## config.mk

```make
export PLATFORM = sky130hd
export DESIGN_NAME = data_unpack
export DESIGN_NICKNAME = d
export VERILOG_FILES = /design/src/rtl/npu_dma_pkg.sv /design/src/rtl/data_unpack.sv
export SDC_FILE = /design/constraint.sdc
export NUM_CORES = 2
export LEC_CHECK = 0
export ABC_AREA = 1
export CORE_AREA = 4 4 495 497
export DETAILED_ROUTE_END_ITERATION = 8
export DIE_AREA = 0 0 499 501
export PLACE_DENSITY = 0.49
export SLEW_MARGIN = 20
export SYNTH_ARGS = -nofsm -noshare
export SYNTH_HDL_FRONTEND = slang
export SYNTH_SLANG_ARGS = --single-unit
```

## constraint.sdc

```tcl
create_clock -name clk -period 2.8 [get_ports clk]
set_input_delay 0.28 -clock clk [delete_from_list [all_inputs] [get_ports clk]]
set_output_delay 0.28 -clock clk [all_outputs]
set_load 0.02 [all_outputs]
```

## src/rtl/npu_dma_pkg.sv

```systemverilog
// Shared DMA-path definitions: beat-count helpers and the unpacker FSM state encoding.
package npu_dma_pkg;

    typedef enum logic {
        ST_IDLE = 1'b0,
        ST_SEND = 1'b1
    } state_t;

    function automatic int calc_num_beat(input int dw, input int bp, input int bw);
        return (2 * dw * bp) / bw;
    endfunction

    // Beat counter width; a single-beat word still gets a 1-bit counter.
    function automatic int calc_cnt_w(input int num_beat);
        return (num_beat > 1) ? $clog2(num_beat) : 1;
    endfunction

endpackage

```

## src/rtl/data_unpack.sv

```systemverilog
// Splits one wide result-buffer word into NUM_BEAT DDR beats, MSB slice first.
// Optional burst framing (cfg_burst_len / dn_last) is enabled by DATA_UNPACK_BURST_LAST_EN.
module data_unpack
    import npu_dma_pkg::*;
#(
    parameter int be_parallelism = 32,
    parameter int data_width     = 16,
    parameter int BAND_WIDTH     = 256
) (
    input  logic                                     clk,
    input  logic                                     rst,
    input  logic [2*data_width*be_parallelism-1:0]   up_dat,
    input  logic                                     up_vld,
    output logic                                     up_rdy,
    output logic [BAND_WIDTH-1:0]                    dn_dat,
    output logic                                     dn_vld,
    input  logic                                     dn_rdy,
`ifdef DATA_UNPACK_BURST_LAST_EN
    input  logic [7:0]                               cfg_burst_len,
    output logic                                     dn_last,
`endif
    output logic                                     busy
);

    localparam int WORD_W   = 2 * data_width * be_parallelism;
    localparam int NUM_BEAT = calc_num_beat(data_width, be_parallelism, BAND_WIDTH);
    localparam int CNT_W    = calc_cnt_w(NUM_BEAT);
    localparam logic [CNT_W-1:0] LAST_BEAT = CNT_W'(NUM_BEAT - 1);

    state_t            state_q, state_d;
    logic [WORD_W-1:0] sreg_q;
    logic [CNT_W-1:0]  beat_cnt_q;
    logic              beat_acc, last_acc, word_acc;

    always_comb begin
        state_d  = state_q;
        beat_acc = (state_q == ST_SEND) && dn_rdy;
        last_acc = beat_acc && (beat_cnt_q == LAST_BEAT);
        // Accepting the last beat frees the holding register in the same cycle.
        up_rdy   = !rst && ((state_q == ST_IDLE) || last_acc);
        word_acc = up_vld && up_rdy;
        if (word_acc) begin
            state_d = ST_SEND;
        end else if (last_acc) begin
            state_d = ST_IDLE;
        end
    end

    always_ff @(posedge clk) begin
        if (rst) begin
            state_q    <= ST_IDLE;
            beat_cnt_q <= '0;
            sreg_q     <= '0;
        end else begin
            state_q <= state_d;
            if (word_acc) begin
                sreg_q     <= up_dat;
                beat_cnt_q <= '0;
            end else if (beat_acc) begin
                sreg_q     <= sreg_q << BAND_WIDTH;
                beat_cnt_q <= beat_cnt_q + 1'b1;
            end
        end
    end

    assign dn_vld = (state_q == ST_SEND);
    assign busy   = (state_q == ST_SEND);
    assign dn_dat = sreg_q[WORD_W-1 -: BAND_WIDTH];

`ifdef DATA_UNPACK_BURST_LAST_EN
    logic [7:0] word_cnt_q, burst_len_q, len_eff;
    logic       burst_end;

    // The burst length is taken live at the start of a burst and frozen for its remainder.
    always_comb begin
        len_eff   = (word_cnt_q == 8'd0) ? ((cfg_burst_len == 8'd0) ? 8'd1 : cfg_burst_len)
                                         : burst_len_q;
        burst_end = (word_cnt_q == len_eff - 8'd1);
    end

    always_ff @(posedge clk) begin
        if (rst) begin
            word_cnt_q  <= 8'd0;
            burst_len_q <= 8'd1;
        end else if (last_acc) begin
            if (word_cnt_q == 8'd0) begin
                burst_len_q <= len_eff;
            end
            word_cnt_q <= burst_end ? 8'd0 : word_cnt_q + 8'd1;
        end
    end

    assign dn_last = dn_vld && (beat_cnt_q == LAST_BEAT) && burst_end;
`endif

endmodule

```

# Word level (Yosys, flattened, before mapping)
# Index checks and enable logic that the tools add are counted.
# Widths: inputs -> output; s select.
[word_totals]
memories = 0
word_cells = 19
regBits = 1027
rom_bits = 0
in_bits = 1028
out_inout_bits = 259
latchBits = 0
ramBits = 0
[classes]
n_mux = 4
addsub = 1
shifts = 0
n_div = 0
n_lt_le_gt_ge = 0
n_eq_ne = 1
bitwise = 1
reduce_logical = 9
multipliers = 0
[op_table]
columns = ["op", "n"]
rows = [
  ["$mux 1024", 2],
  ["$logic_and 1x1->1", 4],
  ["$reduce_bool 2->1", 2],
  ["$add 2x1->2 const B", 1],
  ["$eq 2x2->1 const B", 1],
  ["$mux 1", 2],
  ["$reduce_or 2->1", 1],
  ["$logic_not 1->1", 1],
  ["$logic_or 1x1->1", 1],
  ["$not 1->1", 1],
]

# Longest topological paths before layout
[logic_depth]
ltp_word = 6
mapped_depth = 11
mapped_depth_nobuf = 8

# Worst setup path before layout
# Ideal clock, no wire load.
[synth_path]
path_type = "flip-flop to output port"
from = "register beat_cnt_q[0]"
to = "output port up_rdy"
stages_incl_launch_ff = 9
setup_slack_ns = 1.065
required_ns = 2.520
arrival_ns = 1.455
path_buffers = 3
path_cell_list = "dfxtp_1 ha_1 nand2_1 nand2_2 buf_2 buf_2 buf_2 inv_1 nor2_1"
[synth_via]
elab_chain_cells = 4
[synth_rtl]
columns = ["element", "line_no", "source"]
rows = [
  ["start: declaration", "data_unpack.sv:32", "logic [CNT_W-1:0] beat_cnt_q;"],
  ["start signal: assignment", "data_unpack.sv:61", "beat_cnt_q <= beat_cnt_q + 1'b1;"],
  ["$eq 2x2->1", "data_unpack.sv:38", "last_acc = beat_acc && (beat_cnt_q == LAST_BEAT);"],
  ["$logic_and 1x1->1", "data_unpack.sv:38", ""],
  ["$logic_or 1x1->1", "data_unpack.sv:40", "up_rdy = !rst && ((state_q == ST_IDLE) || last_acc);"],
  ["$logic_and 1x1->1", "data_unpack.sv:40", ""],
  ["end: declaration", "data_unpack.sv:14", "output logic up_rdy,"],
]
# No other way between the ends.

# Worst setup path after layout
[layout_path]
from = "register beat_cnt_q[0]"
to = "register sreg_q[481]"
[layout_via]
elab_chain_cells = 6
word_cells_on_any_way = 7
classes_between = "eq/ne: 1; mux: 1; reduce/logical: 5"
[layout_rtl]
columns = ["element", "line_no", "source"]
rows = [
  ["$eq 2x2->1 *", "data_unpack.sv:38", ""],
  ["$logic_and 1x1->1 *", "data_unpack.sv:38", ""],
  ["$logic_or 1x1->1 *", "data_unpack.sv:40", ""],
  ["$logic_and 1x1->1 *", "data_unpack.sv:40", ""],
  ["$logic_and 1x1->1 *", "data_unpack.sv:41", "word_acc = up_vld && up_rdy;"],
  ["$mux 1024 / $reduce_bool 2->1 (equally long branches)", "--", ""],
  ["end signal: assignment", "data_unpack.sv:57", "sreg_q <= up_dat;"],
  ["end signal: assignment", "data_unpack.sv:60", "sreg_q <= sreg_q << BAND_WIDTH;"],
  ["end: declaration", "data_unpack.sv:31", "logic [WORD_W-1:0] sreg_q;"],
]
# Every way passes the cells marked *; elsewhere a longest branch is shown, timed or not.
# A chain may end at the register's enable or synchronous reset.

==> flow_summary.json <==
{
  "drv_cap": 0,
  "tns_ns": 0,
  "synth_fp_nets": 9782,
  "numCtsBuffers": 135,
  "dieWidth_microns": 499,
  "grt_max_degree": 145,
  "path_cells": "ha_1 > nand2_1 > nand2_8 > nand3_4 > nand2_4 > inv_8 > buf_12 > nor2_1 > nor2_1",
  "final_min_period_over_clock_period_pct": 87.3,
  "rsz0062_at_grt": "false",
  "path_max_fanout": 104,
  "finalHoldViolCount": 0,
  "dr.pass1.iters": 5,
  "ant_nets": 0,
  "ir_worst_vdd_mv": 0.451,
  "synth_seq_cells": 1027,
  "clock-sinks": 1027,
  "synth_cells": 8753,
  "flow.area_growth_from_synthesis_pct": 34.8,
  "worst_skew_pair.late_latency_ns": 0.77,
  "cts_setup_buffers": 0,
  "synth_cell_types": 17,
  "synth_warnings": 0,
  "maxSlewHeadroom_pct": 34.1,
  "critPathCaptureType": "register",
  "layout_min_cycle_time_ns": 2.44,
  "gr-total-overflow": 0,
  "rows": 180,
  "status": "finished, final reports clean",
  "powerDensity_nw_per_um2": 569,
  "grt_pass1_vias": 56300,
  "htree_levels": 4,
  "crit_arrival_ns": 3.13,
  "synth_area_per_cell_sq_um": 6.34,
  "synth_area_leaders": "dfxtp_1, nand2_1, nand4_1",
  "drive_gt1_share_pct": 4.51,
  "numPortBuffers": 1286,
  "preCtsSetupSlack_ns": 0.178,
  "synth_edf_count": 0,
  "core_region_area_sq_um": 240000,
  "initialDrtViolationCount": 4858,
  "synth_commonest_cells": "nand2_1, dfxtp_1, a21oi_1, inv_1, nand4_1",
  "drc": 0,
  "io_pins": 1287,
  "grt_use_total_pct": 20.2,
  "critPathLaunchType": "register",
  "yosysMostFrequentCell": "nand2_1",
  "finalSetupViolations": 0,
  "die_h_microns": 501,
  "slowest_delay_ns": 0.33,
  "fin_hold_ws_ns": 0.0867,
  "dp_hpwl_microns": 193000,
  "cts_tree": "built",
  "setup.worst_path.class": "register to register",
  "synth_top_cell_by_area": "dfxtp_1",
  "synthFlopType": "dfxtp_1",
  "worst_ep_required_time_ns": 3.48,
  "cts_root_buffer": "clkbuf_16",
  "finalClockSkew_ns": 0.0302,
  "clk_path_buf_depth": 3,
  "vias": 59500,
  "yosysSeqAreaShare_pct": 37.1,
  "power.leakage_nw": 33.4,
  "floorplan.initialDensity_pct": 23.1,
  "syn_area_sq_um": 55500,
  "place_congestion": 0.943,
  "synthArstFlopShare_pct": 0,
  "crit_slowest_cell": "buf_12",
  "hold_class": "primary input to register",
  "maxSlewViolCount": 0,
  "wl_microns": 267000,
  "synth_top_area_share_pct": 37.1,
  "layout.nets": 10400,
  "timing.fmax_mhz": 409,
  "vias_per_cell": 4.68,
  "cp_common_cell": "nor2_1",
  "finalWorstSetupSlack_ns": 0.356,
  "dieArea_sq_um": 250000,
  "antenna_found_initial": 74,
  "clk_pin_slew_ns": 0.06,
  "wire_per_inst_microns": 21.0,
  "grt_pass1_wl_microns": 384000,
  "tightest_slew_ns": 0.988
}
-- where the power goes --
part	internal [mW]	switching, mW	leakage, nW	total (mW)
Combinational	3.65	4.97	22.7	8.62
Sequential	15.8	0.636	8.45	16.4
Clock	10.3	7.24	2.17	17.5
-- worst paths after layout --
path            startpoint       endpoint  slack, ns  cells past startpoint
min reg2reg  beat_cnt_q[1]  beat_cnt_q[1]       0.47                      2
max reg2reg  beat_cnt_q[0]    sreg_q[481]       0.36                      9
min            up_dat[226]    sreg_q[226]       0.09                      3
max          beat_cnt_q[0]    sreg_q[481]       0.36                      9
-- worst max-delay path, delay by kind of cell (launching register included) --
family / cells / cell delay [ns]
and+or+nand+nor: 6 / 0.79
buffers and inverters: 2 / 0.62
DFF: 1 / 0.32
adders and majority gates: 1 / 0.20
-- timing repair --
action,in CTS,in global routing
hold buffers,51,0
endpoints found under the hold margin,54,0
resized for setup,1,0
setup endpoints to repair,1,0
-- registers in the layout, indices dropped and copies added, names as in the netlist --
signal / flops
beat_cnt_q: 2
busy: 1
sreg_q: 1024
-- layer usage --
layer	global-route usage, %	vias to the layer above	share of wire [%]
met5	0	-	0.11
met4	8.62	40	4.2
met3	4.54	394	6.9
met2	31.2	2092	44
met1	26.8	27900	44
li1	-	29100	-
-- layout by cell type (no fill, tap or decap), drive strengths merged --
cell,n
clkinvlp,2
buf,218
diode,48
clkinv,21
clkbuf,202
a21oi,770
nand3,513
nand2,3079
nor2,514
inv,781
xor2,1
nand4,768
dlygate4sd2,1
bufinv,4
dlygate4sd3,51
ha,1
nand3b,256
clkdlybuf4s50,1283
dfxtp,1027
-- logic make-up (layout without fill, tap and decap cells) --
group                      Yosys count  after routing  synth area share [%]
and+or+nand+nor                   5130           5130                  41.1
AOI/OAI and AO/OA                  770            770                  6.95
DFF                               1027           1027                  37.1
xor gates and xnor gates             1              1                0.0158
other                                0             48                     0
buffers and inverters             1824           2563                  14.8
adders and majority gates            1              1                0.0226
-- through the flow --
stage	utilization (%)	cell area (sq um)	instances	total power, mW
after floorplan	-	55500	8753	21.4
after global placement	29.0	69700	12400	25.2
after detailed placement	29.0	69700	12400	25.3
after CTS	31.1	74600	12700	43.1
after global routing	31.1	74700	12700	44.5
final	31.1	74700	12700	42.5
-- layout make-up --
class | count | area [sq um]
Inverter | 773 | 2930
Fill cell | 26300 | 166000
Clock inverter | 35 | 428
Antenna cell | 48 | 120
Timing Repair Buffer | 1553 | 16000
Clock buffer | 202 | 3980
Sequential cell | 1027 | 20600
Tap cell | 3185 | 3990
Multi-Input combinational cell | 5902 | 26700
(Power assumes the default switching activity.)
